### src/rtl/ifetch_pkg.sv
`default_nettype none
// ============================================================================
// Module   : ifetch_pkg
// Brief    : Shared types and constants for the instruction fetch unit.
// Revision : 1.0 - initial release
// ============================================================================
package ifetch_pkg;

    typedef enum logic [1:0] {
        ST_IDLE    = 2'd0,
        ST_WAIT    = 2'd1,
        ST_DISCARD = 2'd2
    } state_t;

    typedef struct packed {
        logic        fault;
        logic [31:0] pc;
        logic [31:0] instr;
    } entry_t;

    localparam logic [31:0] c_NOP = 32'h0000_0013;

endpackage
`default_nettype wire

### src/rtl/ifetch_fifo.sv
`default_nettype none
// ============================================================================
// Module   : ifetch_fifo
// Brief    : Synchronous FIFO with push, pop, clear and occupancy count.
// Revision : 1.0 - initial release
// ============================================================================
module ifetch_fifo #(
    parameter int               DEPTH = 2,
    parameter int               WIDTH = 65,
    parameter logic [WIDTH-1:0] FILL  = '0
) (
    input  logic                     clk,
    input  logic                     rst,
    input  logic                     i_push,
    input  logic [WIDTH-1:0]         i_data,
    input  logic                     i_pop,
    input  logic                     i_clear,
    output logic [WIDTH-1:0]         o_data,
    output logic [$clog2(DEPTH):0]   o_count,
    output logic                     o_empty
);

    localparam int c_AW = $clog2(DEPTH);

    logic [WIDTH-1:0] r_mem [DEPTH];
    logic [c_AW-1:0]  r_wr_ptr;
    logic [c_AW-1:0]  r_rd_ptr;
    logic [c_AW:0]    r_count;
    logic             w_do_pop;
    logic             w_do_push;
    logic             w_full;

    assign w_full    = (r_count == (c_AW+1)'(DEPTH));
    assign w_do_pop  = i_pop && (r_count != '0);
    assign w_do_push = i_push && (!w_full || w_do_pop);

    always_ff @(posedge clk or posedge rst) begin
        if (rst) begin
            r_wr_ptr <= '0;
            r_rd_ptr <= '0;
            r_count  <= '0;
            for (int i = 0; i < DEPTH; i++) begin
                r_mem[i] <= '0;
            end
        end else if (i_clear) begin
            r_wr_ptr <= '0;
            r_rd_ptr <= '0;
            r_count  <= '0;
        end else begin
            // Vacated slots read as FILL; a push to the same slot wins.
            if (w_do_pop) begin
                r_mem[r_rd_ptr] <= FILL;
                r_rd_ptr        <= r_rd_ptr + 1'b1;
            end
            if (w_do_push) begin
                r_mem[r_wr_ptr] <= i_data;
                r_wr_ptr        <= r_wr_ptr + 1'b1;
            end
            case ({w_do_push, w_do_pop})
                2'b10:   r_count <= r_count + 1'b1;
                2'b01:   r_count <= r_count - 1'b1;
                default: r_count <= r_count;
            endcase
        end
    end

    assign o_data  = r_mem[r_rd_ptr];
    assign o_count = r_count;
    assign o_empty = (r_count == '0);

endmodule
`default_nettype wire

### src/rtl/ifetch_unit.sv
`default_nettype none
// ============================================================================
// Module   : ifetch_unit
// Brief    : Fetches instruction words for the current PC into a decode FIFO.
//            Optional misaligned-PC trap enabled by IFETCH_MISALIGN_TRAP_EN.
// Revision : 1.0 - initial release
// ============================================================================
module ifetch_unit
    import ifetch_pkg::*;
#(
    parameter int DEPTH = 2,
    parameter int XLEN  = 32
) (
    input  logic            clk,
    input  logic            rst,
    input  logic [XLEN-1:0] pc,
    output logic            pc_en,
    input  logic            flush,
    output logic            mem_req,
    output logic [XLEN-1:0] mem_addr,
    input  logic            mem_gnt,
    input  logic            mem_rvalid,
    input  logic [XLEN-1:0] mem_rdata,
    output logic [XLEN-1:0] instr,
    output logic [XLEN-1:0] instr_pc,
    output logic            instr_fault,
    output logic            instr_valid,
    input  logic            instr_ready
);

    localparam int               c_EW   = 2*XLEN + 1;
    localparam int               c_CW   = $clog2(DEPTH) + 1;
    localparam logic [c_EW-1:0]  c_FILL = {1'b0, {XLEN{1'b0}}, XLEN'(c_NOP)};

    state_t            r_state;
    state_t            w_state_nxt;
    logic [XLEN-1:0]   r_req_pc;
    logic              w_push;
    logic [c_EW-1:0]   w_push_data;
    logic              w_pop;
    logic [c_EW-1:0]   w_head;
    logic [c_CW-1:0]   w_count;
    logic              w_empty;
    logic              w_space;

    // Only IDLE can issue, and IDLE never has a response in flight.
    assign w_space = (w_count < c_CW'(DEPTH));
    assign w_pop   = !w_empty && instr_ready;

    always_ff @(posedge clk or posedge rst) begin
        if (rst) begin
            r_state  <= ST_IDLE;
            r_req_pc <= '0;
        end else begin
            r_state <= w_state_nxt;
            if (mem_req && mem_gnt) begin
                r_req_pc <= pc;
            end
        end
    end

    always_comb begin
        w_state_nxt = r_state;
        mem_req     = 1'b0;
        pc_en       = 1'b0;
        w_push      = 1'b0;
        w_push_data = {1'b0, r_req_pc, mem_rdata};
        if (!rst) begin
            case (r_state)
                ST_IDLE: begin
                    if (!flush && w_space) begin
`ifdef IFETCH_MISALIGN_TRAP_EN
                        if (pc[1:0] != 2'b00) begin
                            w_push      = 1'b1;
                            w_push_data = {1'b1, pc, {XLEN{1'b0}}};
                            pc_en       = 1'b1;
                        end else
`endif
                        begin
                            mem_req = 1'b1;
                            if (mem_gnt) begin
                                pc_en       = 1'b1;
                                w_state_nxt = ST_WAIT;
                            end
                        end
                    end
                end
                ST_WAIT: begin
                    if (mem_rvalid) begin
                        w_state_nxt = ST_IDLE;
                        w_push      = !flush;
                    end else if (flush) begin
                        w_state_nxt = ST_DISCARD;
                    end
                end
                ST_DISCARD: begin
                    if (mem_rvalid) begin
                        w_state_nxt = ST_IDLE;
                    end
                end
                default: w_state_nxt = ST_IDLE;
            endcase
        end
    end

`ifdef IFETCH_MISALIGN_TRAP_EN
    assign mem_addr    = pc;
    assign instr_fault = w_head[2*XLEN];
`else
    logic w_unused_fault;
    assign w_unused_fault = w_head[2*XLEN];
    assign mem_addr       = {pc[XLEN-1:2], 2'b00};
    assign instr_fault    = 1'b0;
`endif

    ifetch_fifo #(
        .DEPTH (DEPTH),
        .WIDTH (c_EW),
        .FILL  (c_FILL)
    ) u_fifo (
        .clk     (clk),
        .rst     (rst),
        .i_push  (w_push),
        .i_data  (w_push_data),
        .i_pop   (w_pop),
        .i_clear (flush),
        .o_data  (w_head),
        .o_count (w_count),
        .o_empty (w_empty)
    );

    assign instr       = w_head[XLEN-1:0];
    assign instr_pc    = w_head[2*XLEN-1:XLEN];
    assign instr_valid = !w_empty;

endmodule
`default_nettype wire

### config.mk
export PLATFORM = sky130hd
export DESIGN_NAME = ifetch_unit
export DESIGN_NICKNAME = d
export VERILOG_FILES = /design/src/rtl/ifetch_pkg.sv /design/src/rtl/ifetch_fifo.sv /design/src/rtl/ifetch_unit.sv
export SDC_FILE = /design/constraint.sdc
export NUM_CORES = 1
export LEC_CHECK = 0
export ABC_AREA = 1
export CORE_UTILIZATION = 50
export CTS_BUF_LIST = sky130_fd_sc_hd__clkbuf_8
export CTS_CLUSTER_DIAMETER = 40
export CTS_CLUSTER_SIZE = 28
export DETAILED_ROUTE_END_ITERATION = 10
export GPL_TIMING_DRIVEN = 0
export PLACE_DENSITY = 0.91
export SLEW_MARGIN = 15
export SYNTH_ARGS = -nofsm -noshare
export SYNTH_HDL_FRONTEND = slang
export SYNTH_SLANG_ARGS = --single-unit
### constraint.sdc
create_clock -name clk -period 6.4 [get_ports clk]
set_input_delay 0.64 -clock clk [delete_from_list [all_inputs] [get_ports clk]]
set_output_delay 0.64 -clock clk [all_outputs]
set_load 0.05 [all_outputs]
# Word level (Yosys, flattened, before mapping)
# Cells that the tools add are included.
[totals] word_cells=82 out_inout_bits=100 regBits=168 inputBits=70
[classes] add_sub_neg=4 n_mux=33 n_eq_ne=9 n_reduce_logical=18 n_bitwise=6 magnitude_cmp=5
[ops] op="$mux 130" count=3
[ops] op="$mux 64" count=3
[ops] op="$bwmux 130" count=1
[ops] op="$demux 65 s1" count=2
[ops] op="$mux 65" count=2
[ops] op="$and 124x124->124" count=1
[ops] op="$not 124->124" count=1
[ops] op="$mux 1" count=14
[ops] op="$mux 2" count=6
[ops] op="$logic_and 1x1->1" count=7
[ops] op="$eq 2x2->1 const B" count=3
[ops] op="$ne 2x2->1 const B" count=3
[ops] op="$or 6x6->6" count=1
[ops] op="$pmux 2 s3" count=1
[ops] op="$reduce_bool 2->1" count=3
[ops] op="$reduce_and 5->1" count=1
[ops] op="$eq 2x1->1 const B" count=2
[ops] op="$ge 2x2->1 const B" count=2
[ops] op="$logic_not 2->1" count=2
[ops] op="$lt 2x1->1 const B" count=2
[ops] op="$not 1->2" count=2
[ops] op="$pmux 2 s2" count=1
[ops] op="$logic_not 1->1" count=3
[ops] op="$ne 3x3->1 const B" count=1
[ops] op="other kinds (7)" count=8

# Logic depth before layout (Yosys ltp)
# Gate-level depths: netlist (run 1).
[depth] word_depth=11 ltp_mapped=10 ltp_nobuf=9

# By module
# A second synthesis (run 1) with hierarchy kept.
[unflattened] hier_cells=1010 area_unflattened_um2=7900.1
[by_module_without_submodules] mod="ifetch_fifo" instances=1 seq_area_each_um2=3353.2 cells_per_inst=812 area_per_inst_um2=6233.5
[by_module_without_submodules] mod="ifetch_unit" instances=1 seq_area_each_um2=850.8 cells_per_inst=198 area_per_inst_um2=1666.6

# Worst setup path before layout (run 1)
# Ideal clock, no wire load.
[synth_timing] path_kind="input -> register" startpoint="input rst" endpoint="register u_fifo.r_mem[2] (netlist name)" arrival_ns=5.192 setup_ns=0.117 path_buffers=1 t_required_ns=6.283 path_slack_ns=1.091 cell_stages=9 path_cell_list="inv_1 > nand2_2 > nor2_4 > nand3_4 > nand2_2 > nand2_4 > buf_6 > nand2_1 > nand2_1"
[synth_via] elab_chain_cells=3
[synth_rtl] element="from (decl)" line_no="ifetch_unit.sv:15" text="input logic rst,"
[synth_rtl] element="$mux 1" line_no="ifetch_unit.sv:68" text="if (!rst) begin"
[synth_rtl] element="$logic_and 1x1->1" line_no="ifetch_fifo.sv:35" text="assign w_do_push = i_push && (!w_full || w_do_pop);"
[synth_rtl] element="$mux 130" line_no="ifetch_fifo.sv:55" text="if (w_do_push) begin"
[synth_rtl] element="to (signal, indexed assignment)" line_no="ifetch_fifo.sv:56" text="r_mem[r_wr_ptr] <= i_data;"
[synth_rtl] element="to (decl)" line_no="ifetch_fifo.sv:25" text="logic [WIDTH-1:0] r_mem [DEPTH];"
# Every way passes these cells.
# A chain may end at the register's enable or synchronous reset.

# Final worst setup path (run 1)
[layout_timing] startpoint="input flush" endpoint="output pc_en"
[layout_via] elab_chain_cells=5
[layout_rtl] element="from (decl)" line_no="ifetch_unit.sv:18" text="input logic flush,"
[layout_rtl] element="$logic_not 1->1" line_no="ifetch_unit.sv:71" text="if (!flush && w_space) begin"
[layout_rtl] element="$logic_and 1x1->1" line_no="ifetch_unit.sv:71"
[layout_rtl] element="$mux 1" line_no="ifetch_unit.sv:71"
[layout_rtl] element="$mux 1" line_no="ifetch_unit.sv:69" text="case (r_state)"
[layout_rtl] element="$mux 1" line_no="ifetch_unit.sv:68"
[layout_rtl] element="to (decl)" line_no="ifetch_unit.sv:17" text="output logic pc_en,"
# Every way passes these cells.

==> results.toml, run 1 <==
[placement]
numPortBuffers = 166
dpl.hpwl_mm = 13.95
placed_cells = 1348
preCtsSetupSlack_ns = 2.646
routabilityCongestion = 0.8296

[sta]
fin_ws_ns = 2.663
rsz0062_at_grt = "false"
max_freq_ghz = 0.2676
setup_violations = 0
max_slew_margin_pct = 61.34
finalCriticalPeriod_ns = 3.737
tightest_slew_ns = 0.5781
maxSlewViolCount = 0
finalCritPeriodShare_pct = 58.39
hold_viol = 0
hold_ws_ns = 0.4715
fin_skew_ns = 0.009993

[floorplan]
start_util_pct = 51.25
rows = 45
core_sq_um = 15200
dieArea_sq_um = 16090
chipWidth_um = 126.8
ioPinCount = 170
fp.dieH_um = 126.8

[worst_setup_path]
critPathTopFamily = "buffers and inverters"
crit_fanout = 10
path_class = "primary input to output port"
slowest_stage = "clkdlybuf4s50_1"
worstPathCellList = "clkdlybuf4s50_1 > inv_4 > nand2_1 > nor3_2 > nand2_2 > inv_2 > buf_4 > clkdlybuf4s50_1"
arrival_ns = 3.10
endpoint_kind = "output port"
cp_slowest_stage_delay_ns = 0.82
path_buf_inv = 5
critPathRequiredTime_ns = 5.76
cp-start-kind = "primary input"
crit_top_cell = "clkdlybuf4s50_1"

[clocking]
cts_tree = "yes"
cts-hold-fix-buffers = 0
cts_root_buf = "clkbuf_8"
clk_latency_ns = 0.45
clock-sinks = 166
clock_path_buffers = 2
post_cts_resized = 0
numCtsBuffers = 17
post_cts_buffers = 0
htree_num_levels = 4
clkTransAtPathRegs_ns = 0.07

[power_and_ir_drop]
power_leakage_nw = 5.493
powerDensity_nw_per_um2 = 302.6
peakVddDrop_mv = 0.1686

[route]
drc = 0
drtPass1Iterations = 5
drt_iter0_markers = 694
totalWireLength_mm = 20.03
ant_nets = 0
num_vias = 7068
viasPerCell = 5.122
drt-wirelength-per-cell_um = 14.51

[synth]
syn_inst = 991
synth_cell_type_count = 27
yosys_warnings = 0
syn-cell-area_sq_um = 7791
synth-seq-cells = 166
seq_area_frac_synth_pct = 53.32
syn_avg_cell_area_sq_um = 7.862

[finish]
final-instance-count-excl-fill = 1380
fillers = 1211
layout.nets = 1249
area_delta_synth_final_pct = 29.98
antenna_cells = 0
final_cell_mix = "541 x nand2_1, 166 x clkdlybuf4s50_1, 166 x dfrtp_1"
drive_gt1_share_pct = 9.899
layout_commonest_cell = "nand2_1"

[run_status]
outcome = "finished clean"

[global_routing]
track_usage_pct = 26.18
grt_pass1_wl_mm = 33.31
grt_pass1_vias = 7036
antenna_found_initial = 0
gr-total-overflow = 0
grt_max_degree = 114

[min_path]
hp-class = "flip-flop to flip-flop"

[job]
max-cap-violations = 0
[synth_stat cells]
cell      instances  area share (%)
nand2_1         541              26
dfrtp_1         166              53
nand3_1         126             8.1
buf_4            37             3.6
clkbuf_1         26             1.3
inv_1            15            0.72
buf_2            14            0.90
buf_6            12             1.7
nor2_1           11            0.53
a21oi_2           6            0.67
o21ai_0           6            0.39
inv_2             4            0.19
nand2_2           4            0.32
a21oi_1           3            0.19
or2_2             3            0.24
buf_1             2           0.096
nand2_4           2            0.29
nand3_4           2            0.45
nand4_1           2            0.16
nor3_1            2            0.13
a31oi_1           1           0.080
conb_1            1           0.048
inv_4             1           0.080
nand3b_1          1           0.096
nor2_4            1            0.14
nor3_2            1            0.13
xnor2_1           1            0.11
[metrics by stage]
step	util (%)	area, sq um	power (mW)	TNS (ns)
final	66.62	10130	3.064	0
after global routing	66.62	10130	3.226	0
after CTS	66.62	10130	3.080	0
after detailed placement	64.01	9731	2.333	0
after global placement	63.78	9696	2.296	-239.48
after floorplan	-	7799	1.988	0
[registers in the layout, summed over array words and instances (netlist names)]
register / count
r_req_pc: 32
r_state: 2
u_fifo.o_count: 2
u_fifo.r_mem: 128
u_fifo.r_rd_ptr: 1
u_fifo.r_wr_ptr: 1
[layout make-up]
type                            instances  area [sq um]  share of cell area [%]
Multi-Input combinational cell        716          2979                   29.42
Timing Repair Buffer                  167          1689                   16.68
Inverter                               20         85.08                  0.8401
Clock buffer                           21         289.0                   2.854
Tap cell                              188         235.2                   2.323
Buffer                                 91         588.1                   5.807
Sequential cell                       166          4154                   41.02
Clock inverter                         11         107.6                   1.063
[logic make-up after synthesis]
family                    count (synthesis)  synth area share (%)
AOI/OAI and AO/OA                        16                 1.333
xor gates and xnor gates                  1                0.1124
buffers and inverters                   111                 8.543
DFF                                     166                 53.32
other                                     1               0.04813
and+or+nand+nor                         696                 36.65
[metal layers]
layer | vias to the layer above | share of wire, % | global-route usage (%)
met5 | - | 0 | 0
met4 | 0 | 2.0 | 9.524
met3 | 37 | 7.0 | 5.019
met2 | 316 | 49 | 43.83
met1 | 3289 | 42 | 34.00
li1 | 3426 | - | -
[worst register-to-register path, delay by kind of cell, from the launching register on]
kind          cells  cell delay (ns)
simple gates      5             0.70
flops             1             0.43
buf+inv           3             0.53
[report_power, final]
group | internal (mW) | switching, mW
combinational | 0.320 | 0.633
sequential | 1.23 | 0.137
clock | 0.382 | 0.364
total | 1.93 | 1.13
[path summary, 6_finish.rpt]
kind                       slack (ns)              from  cells after the start          endpoint
max in group asynchronous        4.84               rst                      3       r_req_pc[2]
hold reg to reg                  0.47  u_fifo.r_mem[82]                      2  u_fifo.r_mem[82]
setup reg to reg                 4.66        r_state[1]                      8  u_fifo.r_mem[52]
hold / removal                   0.47  u_fifo.r_mem[82]                      2  u_fifo.r_mem[82]
min in group asynchronous        0.67               rst                      2   u_fifo.r_mem[0]
setup / recovery                 2.66             flush                      8             pc_en
(Power assumes the default switching activity.)
==> run 2: changes to the inputs <==
--- a/config.mk
+++ b/config.mk
@@ -6,7 +6,7 @@
 export NUM_CORES = 1
 export LEC_CHECK = 0
 export ABC_AREA = 1
-export CORE_UTILIZATION = 50
+export CORE_UTILIZATION = 48
 export CTS_BUF_LIST = sky130_fd_sc_hd__clkbuf_8
 export CTS_CLUSTER_DIAMETER = 40
 export CTS_CLUSTER_SIZE = 28
==> constraint.sdc (replaced) <==
create_clock -name clk -period 3.1 [get_ports clk]
set_input_delay 0.31 -clock clk [delete_from_list [all_inputs] [get_ports clk]]
set_output_delay 0.31 -clock clk [all_outputs]
set_load 0.05 [all_outputs]
==> run 2 against run 1 <==
Against the previous run:
- core utilization down 1.9 points
- non-clock buffer count up 4
- global-route usage about the same
- clock power up 120%
- setup slack worse by 2.5 ns
- clock-buffer cell count down 1
- combinational power up 110%
- worst hold slack worse by 0.13 ns
- critical path depth down 2
- clock skew down 0.0019 ns
- final cell count up 2.3%
- critical endpoint is now instr_pc[19]
==> results.toml, run 2 (synthesis gave the netlist of run 1 again) <==
[run_status]
outcome = "finished clean"

[global_routing]
grt_pass1_vias = 6909
track_usage_pct = 26.15
grt_max_degree = 37
grt_pass1_wl_mm = 33.54
gr-total-overflow = 0
antenna_found_initial = 0

[sta]
maxSlewViolCount = 0
setup_violations = 0
max_slew_margin_pct = 60.01
tightest_slew_ns = 0.5999
max_freq_ghz = 0.3405
fin_ws_ns = 0.1629
finalCritPeriodShare_pct = 94.75
rsz0062_at_grt = "false"
fin_skew_ns = 0.008083
finalCriticalPeriod_ns = 2.937
hold_viol = 0

[clocking]
clock_path_buffers = 2
cts_tree = "yes"
clk_latency_ns = 0.46
clkTransAtPathRegs_ns = 0.08
numCtsBuffers = 17
cts_root_buf = "clkbuf_8"
htree_num_levels = 4
post_cts_buffers = 0
clock-sinks = 166

[placement]
routabilityCongestion = 0.8103
dpl.hpwl_mm = 14.47
preCtsSetupSlack_ns = -0.03537
placed_cells = 1380
numPortBuffers = 166

[finish]
drive_gt1_share_pct = 10.62
reg.largest.list = "u_fifo.r_mem x128, r_req_pc x32"
layout_commonest_cell = "nand2_1"
area_delta_synth_final_pct = 31.93
final-instance-count-excl-fill = 1412
antenna_cells = 0
largest_reg_flops = 128
regMostFlops = "u_fifo.r_mem"
final_cell_mix = "541 x nand2_1, 166 x dfrtp_1, 163 x clkdlybuf4s50_1"
fin_util_pct = 64.71
layout.nets = 1253

[power_and_ir_drop]
peakVddDrop_mv = 0.3110
power_leakage_nw = 5.583
powerDensity_nw_per_um2 = 627.5

[worst_setup_path]
rr_startpoint = "r_state[1]"
endpoint_kind = "output port"
crit_fanout = 10
cp-start-kind = "flip-flop"
critPathRequiredTime_ns = 2.79
path_class = "flip-flop to output port"
arrival_ns = 2.63
critPathLaunch = "u_fifo.r_rd_ptr"

[route]
totalWireLength_mm = 20.52
ant_nets = 0
num_vias = 7139
drt_iter0_markers = 686
drtPass1Iterations = 5
drc = 0
viasPerCell = 5.056
drt-wirelength-per-cell_um = 14.53

[floorplan]
start_util_pct = 49.05
core_sq_um = 15890
fp.dieH_um = 129.4
chipWidth_um = 129.4
dieArea_sq_um = 16750
ioPinCount = 170
rows = 46

[job]
max-cap-violations = 0

[min_path]
hp-class = "primary input to asynchronous set/reset pin"
## run 2: through the flow
| stage | hold slack [ns] | setup TNS [ns] | power, mW | area [sq um] |
|---|---|---|---|---|
| floorplan | 0.3835 | -76.12 | 4.106 | 7809 |
| global placement | 0.4525 | -406.15 | 4.748 | 9741 |
| detailed placement | 0.4580 | -0.03537 | 4.828 | 9841 |
| CTS | 0.3281 | 0 | 6.465 | 10270 |
| global route | 0.3696 | 0 | 6.773 | 10280 |
| finish | 0.3459 | 0 | 6.449 | 10280 |
## run 2: path summary, 6_finish.rpt
check                      cells after the start  slack [ns]                to
max in group asynchronous                      4        2.01  u_fifo.r_mem[86]
setup / recovery                               6        0.16      instr_pc[19]
min in group clk                               3        0.40      r_req_pc[23]
hold reg to reg                                2        0.47  u_fifo.r_mem[60]
setup reg to reg                               8        1.37  u_fifo.r_mem[48]
hold / removal                                 2        0.35        r_state[1]
## run 2: final cells by class
type	instances	area (sq um)
fill	1329	5607
sequential	166	4154
multi-input combinational	716	2979
timing repair buffer	171	1765
buffer	91	599.3
clock buffer	20	275.3
tap	216	270.3
clock inverter	12	153.9
inverter	20	81.33
## run 2: timing repair
item,CTS,global route
setup endpoints to repair,31,2
hold buffers,0,0
resized for setup,5,2
## run 2: power breakdown
group          switching, mW  internal [mW]  total [mW]
clock                  0.793          0.860        1.65
combinational           1.31          0.672        1.98
sequential             0.281           2.54        2.82
## run 2: worst max-delay path, cell delays in order (launching register included)
cell	delay, ns
dfrtp_1	0.36
clkbuf_1	0.15
inv_2	0.20
clkbuf_1	0.43
nand2_1	0.09
nand2_1	0.12
clkdlybuf4s50_1	0.81
## run 2: metal layers
layer  vias to the layer above  GRT usage, %  wire length, um
li1                       3439             -                -
met1                      3386         34.26             8545
met5                         -             0                0
met2                       284         43.96            10240
met3                        30         4.459             1404
met4                         0         9.135              338
==> run 3: changes to the inputs <==
--- a/config.mk
+++ b/config.mk
@@ -6,13 +6,16 @@
 export NUM_CORES = 1
 export LEC_CHECK = 0
 export ABC_AREA = 1
-export CORE_UTILIZATION = 48
+export ABC_CLOCK_PERIOD_IN_PS = 3100
+export CORE_ASPECT_RATIO = 1.5
+export CORE_UTILIZATION = 50
 export CTS_BUF_LIST = sky130_fd_sc_hd__clkbuf_8
 export CTS_CLUSTER_DIAMETER = 40
 export CTS_CLUSTER_SIZE = 28
 export DETAILED_ROUTE_END_ITERATION = 10
+export DONT_BUFFER_PORTS = 1
 export GPL_TIMING_DRIVEN = 0
-export PLACE_DENSITY = 0.91
+export PLACE_DENSITY = 0.8
 export SLEW_MARGIN = 15
 export SYNTH_ARGS = -nofsm -noshare
 export SYNTH_HDL_FRONTEND = slang
==> run 3 against run 2 <==
Against the previous run:
- die area down 3.9%
- critical path type unchanged
- combinational power down 16%
- cell area down 11%
- clock power about the same
- final cell count down 9.0%
- setup slack better by 0.0039 ns
- largest cell class unchanged
==> results.toml, run 3 (synthesis gave the netlist of run 1 again) <==
[run_status]
outcome = "finished clean"

[power_and_ir_drop]
power_leakage_nw = 5.140
swShare_pct = 37.82
p_total_mw = 6.117
peakVddDrop_mv = 0.4024
p_seq_share_pct = 45.8
p_clk_share_pct = 27.1
powerDensity_nw_per_um2 = 668.4
power.switching_mw = 2.313
combPwrFrac_pct = 27.1
p_int_mw = 3.803

[worst_setup_path]
cp-start-kind = "flip-flop"
critPathRequiredTime_ns = 2.79
rr_startpoint = "u_fifo.o_count[1]"
endpoint_kind = "output port"
crit_fanout = 10
arrival_ns = 2.62
r2r_slack_ns = 0.66
path_class = "flip-flop to output port"
rr_endpoint = "r_req_pc[29]"
reg2reg_depth = 8

[finish]
final_cell_mix = "541 x nand2_1, 166 x dfrtp_1, 126 x nand3_1"
multi_input_area_sq_um = 2979
antenna_cells = 0
regMostFlops = "u_fifo.r_mem"
drive_gt1_share_pct = 11.23
largest_reg_flops = 128
area_delta_synth_final_pct = 17.46
fin_util_pct = 60.45
final_area_sq_um = 9151
reg.largest.list = "u_fifo.r_mem x128, r_req_pc x32"
final-instance-count-excl-fill = 1285
layout_commonest_cell = "nand2_1"
seqCellArea_sq_um = 4154
fillers = 1376
layout.nets = 1144

[min_path]
holdCritStartpoint = "pc[28]"
min_path_cells = 2
hold_path_end = "r_req_pc[28]"
hp-class = "primary input to flip-flop"

[sta]
setup_violations = 0
finalCritPeriodShare_pct = 94.62
hold_viol = 0
rsz0062_at_grt = "false"
fin_skew_ns = 0.01762
hold_ws_ns = 0.01682
tightest_slew_ns = 0.9562
finalCriticalPeriod_ns = 2.933
max_freq_ghz = 0.3409
fin_ws_ns = 0.1667
tns_ns = 0
max_slew_margin_pct = 35.83
maxSlewViolCount = 0

[placement]
dpl.hpwl_mm = 13.41
postPlaceCellArea_sq_um = 8158
routabilityCongestion = 0.8068
preCtsSetupSlack_ns = 0.6567
numPortBuffers = 0
placed_cells = 1197

[global_routing]
grt_pass1_vias = 6570
antenna_found_initial = 0
grt_max_degree = 38
grt_pass1_wl_mm = 32.06
track_usage_pct = 25.26
gr-total-overflow = 0

[clocking]
clock_path_buffers = 2
numCtsBuffers = 17
post_cts_resized = 0
clk_latency_ns = 0.45
htree_num_levels = 4
clkTransAtPathRegs_ns = 0.09
cts_root_buf = "clkbuf_8"
post_cts_buffers = 0
cts-hold-fix-buffers = 57
clock-sinks = 166
cts_tree = "yes"

[floorplan]
dieArea_sq_um = 16100
chipWidth_um = 103.9
fp.dieH_um = 154.9
ioPinCount = 170
core_sq_um = 15140
start_util_pct = 51.46
rows = 55

[job]
max-cap-violations = 0

[route]
drt-wirelength-per-cell_um = 15.09
num_vias = 6618
totalWireLength_mm = 19.39
ant_nets = 0
viasPerCell = 5.150
drt_iter0_markers = 371
drc = 0
drtPass1Iterations = 5
-- run 3: power by group through the flow --
stage | sequential, mW | clock, mW | combinational (mW)
global route | 2.85 | 1.77 | 1.81
detailed placement | 2.84 | 0 | 1.60
floorplan | 2.77 | 0 | 1.34
CTS | 2.80 | 1.68 | 1.67
global placement | 2.82 | 0 | 1.56
finish | 2.80 | 1.66 | 1.66
-- run 3: layout make-up --
type	instances	area share, %
Sequential cell	166	45.39
Multi-Input combinational cell	716	32.55
Timing Repair Buffer	62	7.328
Buffer	91	6.494
Clock buffer	20	3.008
Tap cell	199	2.721
Clock inverter	11	1.613
Inverter	20	0.8887
-- run 3: worst max path at each step --
stage / startpoint / endpoint / depth (start not counted)
2_1_floorplan: rst / u_fifo.r_mem[0] / 8
3_3_place_gp: rst / u_fifo.r_mem[69] / 8
3_5_place_dp: u_fifo.o_count[1] / pc_en / 6
4_1_cts: u_fifo.o_count[1] / pc_en / 6
5_1_grt: u_fifo.o_count[1] / pc_en / 6
6_report: u_fifo.o_count[1] / pc_en / 6
-- run 3: worst max-delay path, stage by stage, from the launching register on --
cell,delay [ns]
dfrtp_1,0.44
inv_1,0.09
nand2_1,0.08
nor3_2,0.74
nand2_2,0.30
inv_2,0.24
buf_4,0.28
-- run 3: routing by layer --
layer | up-vias | share of wire (%) | global-route usage (%)
li1 | 3213 | - | -
met1 | 3124 | 40 | 29.10
met2 | 245 | 52 | 45.43
met3 | 36 | 5.5 | 5.446
met4 | 0 | 2.8 | 10.34
met5 | - | 0 | 0
==> patch (config.mk and constraints of run 1) <==
`DEPTH` is set to 2 in 2 places; all go to 1.
--- a/src/rtl/ifetch_fifo.sv
+++ b/src/rtl/ifetch_fifo.sv
@@ -6,5 +6,5 @@
 // ============================================================================
 module ifetch_fifo #(
-    parameter int               DEPTH = 2,
+    parameter int               DEPTH = 1,
     parameter int               WIDTH = 65,
     parameter logic [WIDTH-1:0] FILL  = '0
--- a/src/rtl/ifetch_unit.sv
+++ b/src/rtl/ifetch_unit.sv
@@ -9,5 +9,5 @@
     import ifetch_pkg::*;
 #(
-    parameter int DEPTH = 2,
+    parameter int DEPTH = 1,
     parameter int XLEN  = 32
 ) (
Formal check against the unedited RTL: not equivalent (a bounded check fails within 4 cycles, from zero or initial values and one cycle with rst high).
==> patch against run 1 <==
  * Critical path depth unchanged
  * Power down 12%
  * Area after synthesis shrank 44%
  * Clock skew hardly changed
  * Worst setup slack better by 0.33 ns
  * Design area decreased by 37%
  * Sequential cell count shrank 63
  * Combinational power is 37% higher
  * Cell count fell by 43%
  * Critical path type unchanged
  * Wire length fell by 48%
==> patch: results (changes against run 1) <==
OUTCOME='completed'
VDD.IR_DROP.WORST_mV=0.276  # +63%
YS_TOP_CELLS_BY_COUNT='sky130_fd_sc_hd__nand2_1 (281), sky130_fd_sc_hd__dfrtp_1 (103), sky130_fd_sc_hd__buf_4 (39)'
N_FILL_CELL=563  # -54%
DRTPASS1ITERATIONS=4  # -1
LAYOUT-DRIVE-GT1-SHARE_PCT=13.3  # +3.4 points
MAX_SLEW.WORST_PIN.SLEW_NS=0.541  # -0.0375 ns
VIAS=3704  # -48%
SYNTH_SEQ_AREA_SHARE_PCT=58.8  # +5.5 points
CTSRESIZECOUNT=0  # unchanged
IO_BUFFERS=166  # unchanged
REGTOREGSTARTPOINT='r_state[1]'
PLACE_CONGESTION=0.740  # -11%
DETAIL_ROUTE.WL_PER_CELL_UM=13.4  # -7.8%
CTS.REPORTEDPATHS.CLKPINSLEW_NS=0.09  # +0.02 ns
WORSTHOLDSTART='u_fifo.r_mem[19]'
RRSETUPSLACK_NS=4.93  # +0.27 ns
GR-USAGE-ALL-LAYERS_PCT=23.4  # -2.8 points
LARGEST_REGISTERS='u_fifo.r_mem x64, r_req_pc x32, r_state x2'
SYNTH_CELL_TYPE_COUNT=22  # -19%
GRT_PASS1_WL_MM=16.2  # -51%
CP_DATA_ARRIVAL_TIME_NS=2.77  # -0.33 ns
FF2FF_PATH_DEPTH=9  # +1
FIRST_GLOBAL_VIAS=3527  # -50%
LAYOUT_COMMONEST_CELL='sky130_fd_sc_hd__nand2_1'
GRT_ANTENNA_BEFORE_REPAIR=0  # unchanged
FIN_SKEW_NS=0.00989  # -0.000105 ns
CLK-INSERTION-DELAY-LATE_NS=0.35  # -0.10 ns
WORSTREG2REGEND='u_fifo.r_mem[41]'
CTS_MAX_LEVEL=3  # -1
DRTITER0DRC=107  # -85%
WORST_HOLD_PATH.ENDPOINT='u_fifo.r_mem[19]'
SYNTH_TOP_FLOP_CELL='sky130_fd_sc_hd__dfrtp_1'
P_LEAK_nW=3.28  # -40%
POST_SYNTH_MAIN_AREA_CONTRIBUTORS='sky130_fd_sc_hd__dfrtp_1 (59%), sky130_fd_sc_hd__nand2_1 (24%), sky130_fd_sc_hd__buf_4 (6.7%)'
SYNTH.YOSYS.WARNINGS=0  # unchanged
CRIT_FANOUT=10  # unchanged
LAYOUT.NETS=745  # -40%
CTS-BUFFERS-INSERTED=9  # -8
GRT_MAX_DEGREE=67  # -41%
HALF_PERIMETER_WIRE_LENGTH_AFTER_PLACEMENT_MM=7.92  # -43%
==> patch: cell count changes in the layout (fill, tap and decap cells not counted), sizes merged, moves of 3 or more <==
cell    before  now
clkinv       5    2
inv         23   16
nor3         3    0
buf         66   52
nand3      128    5
clkbuf      47    9
dfrtp      166  103
nand2      547  294
or2          3    0
==> patch: layer usage <==
metal	wire length (um)	vias up	part of all wire (%)	global-route usage, %
met3	992	9	9.5	5.74
met2	5100	154	49	41.3
met1	4280	1721	41	28.7
li1	-	1820	-	-
met5	0	-	0	0
met4	95	0	0.91	5.97
==> patch: worst max-delay path by stage <==
stage | start | endpoint | slack, ns | cells past startpoint
after detailed placement | flush | pc_en | 2.97 | 8
after floorplan | rst | u_fifo.r_mem[2] | 3.44 | 9
after global placement | rst | u_fifo.r_mem[63] | 2.39 | 10
after global routing | flush | pc_en | 2.87 | 8
final | flush | pc_en | 2.99 | 8
after CTS | flush | pc_en | 2.96 | 8
==> patch: logic make-up (layout without fill, tap and decap cells) <==
logic type	Yosys count	after routing	synth area share (%)
adders and majority gates	2	2	0.571
AOI/OAI and AO/OA	12	12	1.77
DFF	103	103	58.8
buffers and inverters	66	248	10.8
and+or+nand+nor	309	309	28.0
other	1	3	0.0856
==> patch: worst max-delay path, cell delays in order <==
cell and delay [ns]:
sky130_fd_sc_hd__clkdlybuf4s50_1 0.49, sky130_fd_sc_hd__inv_2 0.16, sky130_fd_sc_hd__nand3_1 0.11, sky130_fd_sc_hd__nor2_2 0.13, sky130_fd_sc_hd__nand2_2 0.14, sky130_fd_sc_hd__inv_4 0.13
sky130_fd_sc_hd__buf_8 0.15, sky130_fd_sc_hd__clkdlybuf4s50_1 0.82
==> patch: cell type report <==
type,instances,area [um2],share of cell area [%]
Multi-Input combinational cell,326,1340,21.0
Inverter,15,63.8,1.00
Timing Repair Buffer,167,1690,26.5
Tap cell,105,131,2.06
Sequential cell,103,2580,40.4
Clock inverter,6,40.0,0.628
Buffer,51,413,6.47
Clock buffer,9,124,1.94
==> patch: report_power, final <==
part	total (mW)	switching, mW	internal, mW	leakage [nW]
Combinational	1.30	0.861	0.442	1.86
Sequential	1.05	0.150	0.904	1.34
Clock	0.348	0.210	0.138	0.0785
==> patch: stage by stage <==
| step | area, um2 | hold slack (ns) | setup WS (ns) | cells | power, mW |
|---|---|---|---|---|---|
| 2_1_floorplan | 4390 | 0.449 | 3.44 | 495 | 1.89 |
| 3_3_place_gp | 6180 | 0.452 | 2.39 | 766 | 2.32 |
| 3_5_place_dp | 6210 | 0.459 | 2.97 | 767 | 2.38 |
| 4_1_cts | 6380 | 0.480 | 2.96 | 782 | 2.73 |
| 5_1_grt | 6380 | 0.500 | 2.87 | 782 | 2.86 |
| 6_report | 6380 | 0.475 | 2.99 | 782 | 2.71 |
